## src/rtl/reg_file_wr_arbiter.sv

```systemverilog
// Round-robin arbiter for the single register-file write port, shared by four requesters.
// Also decodes the 3-bit write address into a registered one-hot write enable.
module reg_file_wr_arbiter #(
  parameter int unsigned DATA_W = 8
) (
  input  logic                Clock,
  input  logic                Resetn,
  input  logic                En,
  input  logic [3:0]          Req,
  input  logic [11:0]         Addr,
  input  logic [4*DATA_W-1:0] Data,
  output logic [3:0]          Gnt,
  output logic [7:0]          WrEn,
  output logic [DATA_W-1:0]   WrData,
  output logic                Busy
);

  logic [1:0]        ptr_q;
  logic [3:0]        gnt_q;
  logic [7:0]        wr_en_q;
  logic [DATA_W-1:0] wr_data_q;
  logic              busy_q;

  logic [3:0]        elig;
  logic              found;
  logic [1:0]        win;
  logic [1:0]        idx;
  logic [2:0]        addr_arr [4];
  logic [DATA_W-1:0] data_arr [4];

  always_comb begin
    for (int i = 0; i < 4; i++) begin
      addr_arr[i] = Addr[3*i +: 3];
      data_arr[i] = Data[DATA_W*i +: DATA_W];
    end
  end

  // Last cycle's winner is masked so it can drop or refresh Req after seeing Gnt.
  assign elig = Req & ~gnt_q;

  always_comb begin
    found = 1'b0;
    win   = 2'd0;
    idx   = 2'd0;
    for (int j = 0; j < 4; j++) begin
      idx = ptr_q + 2'(j);
      if (!found && elig[idx]) begin
        found = 1'b1;
        win   = idx;
      end
    end
  end

  always_ff @(posedge Clock or negedge Resetn) begin
    if (!Resetn) begin
      ptr_q     <= 2'd0;
      gnt_q     <= 4'b0;
      wr_en_q   <= 8'b0;
      wr_data_q <= '0;
      busy_q    <= 1'b0;
    end else if (En && found) begin
      ptr_q     <= win + 2'd1;
      gnt_q     <= 4'b0001 << win;
      wr_en_q   <= 8'b0000_0001 << addr_arr[win];
      wr_data_q <= data_arr[win];
      busy_q    <= 1'b1;
    end else begin
      // WrData deliberately holds its last value when idle.
      gnt_q     <= 4'b0;
      wr_en_q   <= 8'b0;
      busy_q    <= 1'b0;
    end
  end

  assign Gnt    = gnt_q;
  assign WrEn   = wr_en_q;
  assign WrData = wr_data_q;
  assign Busy   = busy_q;

endmodule

```

## config.mk

```make
export PLATFORM = sky130hd
export DESIGN_NAME = reg_file_wr_arbiter
export DESIGN_NICKNAME = d
export VERILOG_FILES = /design/src/rtl/reg_file_wr_arbiter.sv
export SDC_FILE = /design/constraint.sdc
export NUM_CORES = 1
export LEC_CHECK = 0
export CORE_UTILIZATION = 35
export CTS_BUF_LIST = sky130_fd_sc_hd__clkbuf_4
export DETAILED_ROUTE_END_ITERATION = 12
export GPL_TIMING_DRIVEN = 1
export PLACE_DENSITY = 0.77
export SLEW_MARGIN = 40
export SYNTH_ARGS = -nofsm -noshare
export SYNTH_HDL_FRONTEND = slang
export SYNTH_SLANG_ARGS = --single-unit
```

## constraint.sdc

```tcl
create_clock -name Clock -period 1.88 [get_ports Clock]
set_clock_uncertainty 0.05 [all_clocks]
set_input_delay 0.282 -clock Clock [delete_from_list [all_inputs] [get_ports Clock]]
set_output_delay 0.282 -clock Clock [all_outputs]
set_load 0.05 [all_outputs]
```

==> impl_metrics.py <==
metrics = {
    "cts": {
        "cts_max_path_buffers": 2,
        "clock_insertion_delay_worst_skew_ns": 0.31,
        "tritoncts_clock_tree": "yes",
        "cts_made_buffers": 3,
        "cts_root_buf": "sky130_fd_sc_hd__clkbuf_4",
        "cts_max_level": 1,
        "clock_sink_total": 23,
        "clk_pin_slew_worst_paths_ns": 0.13,
        "cts_hold_buf": 0,
    },
    "logic_synthesis": {
        "async_flop_share_pct": 100.0,
        "yosysTopAreaCell": "sky130_fd_sc_hd__dfrtp_1",
        "syn_area_um2": 1276,
        "synth.lib_cells_used.distinct": 33,
        "synth-seq-cells": 23,
        "synth-seq-area-share_pct": 45.10,
        "synth.net_count": 171,
        "cell_types_occupying_the_most_area_after_synthesis": "sky130_fd_sc_hd__dfrtp_1 45%, sky130_fd_sc_hd__mux2i_1 19%, sky130_fd_sc_hd__o221ai_1 5.5%, sky130_fd_sc_hd__ha_1 3.9%, sky130_fd_sc_hd__nand2_1 3.5%",
        "yosys_warnings": 0,
        "syn_inst": 116,
        "synth_top_area_share_pct": 45.10,
        "commonest_register_cell_after_synthesis": "sky130_fd_sc_hd__dfrtp_1",
        "synth_enable_flop_cells": 0,
        "post_synth.cell_area_avg_um2": 11.00,
    },
    "cells_and_area": {
        "syn_to_layout_area_delta_pct": 102.1,
        "nFillCells": 231,
        "antenna_cells": 0,
        "final_design_area_no_fill_um2": 2579,
        "drive_above_1_share_pct": 35.38,
        "finish.net_count": 268,
    },
    "worst_setup_path": {
        "rr_worst_depth": 7,
        "reg2reg_setup_slack_ns": -0.09,
        "timing.critical_path.slowest_stage_cell": "sky130_fd_sc_hd__dfrtp_2",
        "crit_chain": "and2b_2 -> a21oi_2 -> o21a_2 -> clkbuf_16 -> mux2i_4 -> mux2_4 -> nor3_4",
        "endpoint_arrival_time_on_the_critical_path_ns": 2.17,
        "cp_top_family": "multiplexers",
        "maximum_net_fanout_on_the_critical_path": 4,
        "cpPeakStageDelay_ns": 0.42,
        "regToRegStartpoint": "Gnt[0]",
        "crit_buf_inv": 1,
        "critPathRequiredTime_ns": 2.08,
        "endpoint_kind": "flip-flop",
        "crit-reg2reg-capture": "WrEn[3]",
        "timing.critical_path.from_type": "flip-flop",
        "path_class": "reg -> reg",
    },
    "global_routing": {
        "globalRoute.totalOverflow": 0,
        "global_route_usage_over_all_layers_pct": 20.68,
        "antenna_violations_before_repair": 0,
        "grt_max_degree": 24,
        "first_global_vias": 1328,
        "grt_first_pass_wirelength_um": 6292,
    },
    "power": {
        "power_density_over_the_cells_nw_per_um2": 1383,
        "vdd_drop_max_mv": 0.8005,
        "p_leak_uw": 0.001168,
    },
    "hold_path": {
        "min-delay-path-class": "in -> async",
    },
    "run_status": {
        "failing_checks": "negative setup slack",
        "status": "finished with violations",
    },
    "detailed_routing": {
        "avgViaCountPerCell": 5.050,
        "drt-pass1-iter-count": 2,
        "num_vias": 1303,
        "postRouteAntennaNets": 0,
        "drc": 0,
        "totalWireLength_um": 4225,
        "dr.first_iter.drc_count": 17,
        "wl_per_cell_um": 16.38,
    },
    "sta": {
        "slew_headroom_pct": 65.34,
        "final_min_period_over_clock_period_pct": 104.7,
        "report.final.slew_viol_count": 0,
        "final-hold-violation-count": 0,
        "worst-slew-pin-transition_ns": 0.5191,
        "finalCriticalPeriod_ns": 1.968,
        "setup_viol_count_final": 7,
        "max_clock_freq_mhz": 508.1,
        "unrepaired_setup_endpoints_after_global_routing": "true",
        "post-route-worst-setup-slack_ns": -0.08810,
    },
    "place": {
        "detailed_place.area_um2": 2162,
        "gp_congestion": 0.8821,
        "detailedPlace.worstSlack_ns": -0.3789,
        "dp.final_hpwl_um": 2785,
        "buffer_ports.inserted": 71,
    },
    "floorplanning": {
        "die_outline_area_um2": 3892,
        "floorplan.rows": 21,
        "pin_count": 72,
        "core-area_um2": 3416,
        "die_x_um": 62.39,
        "die-height_um": 62.39,
        "floorplan.initialDensity_pct": 37.36,
    },
    "job": {
        "drv_cap": 0,
    },
}
-- metal layers --
| metal | GRT usage (%) | routed length, µm | part of all wire, % |
|---|---|---|---|
| met3 | 2.737 | 137 | 3.2 |
| met4 | 5.233 | 56 | 1.3 |
| met1 | 25.93 | 1714 | 41 |
| met2 | 37.36 | 2316 | 55 |
| met5 | 0 | 0 | 0 |
-- state kept, by name, summed over array words and instances (netlist names) --
signal,count
Gnt,4
Busy,1
ptr_q,2
WrData,8
WrEn,8
-- repair_timing --
item                                    in CTS  in global routing
gates resized for setup                     15                 46
endpoints found under the setup margin       8                 26
pin swaps                                    1                 12
gates cloned                                 0                  2
buffers inserted                             0                 10
-- kinds of logic after synthesis --
group	synth area share, %
compound gates	10.88
simple gates	14.31
flops	45.10
buf+inv	5.195
mux	20.59
fa+ha+maj	3.922
-- worst reg2reg max path, cell delays in order (launching register included) --
cell	delay [ns]
sky130_fd_sc_hd__dfrtp_2	0.42
sky130_fd_sc_hd__and2b_2	0.25
sky130_fd_sc_hd__a21oi_2	0.06
sky130_fd_sc_hd__o21a_2	0.23
sky130_fd_sc_hd__clkbuf_16	0.16
sky130_fd_sc_hd__mux2i_4	0.20
sky130_fd_sc_hd__mux2_4	0.34
sky130_fd_sc_hd__nor3_4	0.19
-- cell usage in the layout (no fill, tap or decap), drive strengths merged, types with 2 or more instances in the layout --
master         netlist  final
a21oi                2      2
and2                 4      4
buf                  4     27
clkbuf               1      5
clkdlybuf4s50        0     60
clkinv               1      2
dfrtp               23     23
dlymetal6s2s         0      8
ha                   4      4
inv                  3      3
mux2                 2      2
mux2i               24     24
nand2               13     13
nand2b               2      2
nor2                 3      3
nor3                 8      8
o221ai               8      8
-- through the flow --
step	util [%]	TNS, ns	cells	hold slack (ns)	power (µW)
3_3_place_gp	63.30	-5.347	243	0.4225	2661
5_1_grt	75.49	-0.9946	258	0.2685	3758
6_report	75.49	-0.3051	258	0.2521	3567
4_1_cts	65.75	-0.06022	247	0.2637	3049
3_5_place_dp	63.30	-6.393	243	0.4276	2712
2_1_floorplan	-	-0.5276	116	-0.06359	2083
-- Yosys cell counts, types with 2 or more instances --
master,number
sky130_fd_sc_hd__nand2_1,12
sky130_fd_sc_hd__buf_4,2
sky130_fd_sc_hd__and2_1,4
sky130_fd_sc_hd__dfrtp_1,23
sky130_fd_sc_hd__a21oi_1,2
sky130_fd_sc_hd__inv_1,2
sky130_fd_sc_hd__mux2i_1,24
sky130_fd_sc_hd__nor2_1,3
sky130_fd_sc_hd__o221ai_1,8
sky130_fd_sc_hd__nor3_1,8
sky130_fd_sc_hd__nand2b_1,2
sky130_fd_sc_hd__mux2_2,2
sky130_fd_sc_hd__ha_1,4
-- how the worst max path moves through the flow --
stage | start | end | slack, ns | cells after the start
2_1_floorplan | Gnt[0] | WrEn[0] | -0.05 | 8
3_3_place_gp | Req[1] | WrEn[4] | -0.31 | 7
3_5_place_dp | Req[1] | WrEn[0] | -0.38 | 7
4_1_cts | Gnt[3] | WrEn[4] | -0.02 | 7
5_1_grt | Gnt[0] | WrEn[3] | -0.14 | 7
6_report | Gnt[0] | WrEn[3] | -0.09 | 7
-- report_power, final --
group	internal, µW	switching (µW)	leakage [µW]
Clock	79.7	158	0.0000177
Sequential	661	103	0.000291
Combinational	1190	1370	0.000859
Total	1930	1630	0.00117
-- layout make-up --
class	instances	area (µm²)	area share (%)
Clock inverter	1	5.005	0.1941
Sequential cell	23	581.8	22.56
Clock buffer	3	22.52	0.8734
Multi-Input combinational cell	84	892.1	34.59
Tap cell	46	57.56	2.232
Timing Repair Buffer	97	1001	38.82
Inverter	4	18.77	0.7278
Note: power is estimated with default switching activity, not from simulation.
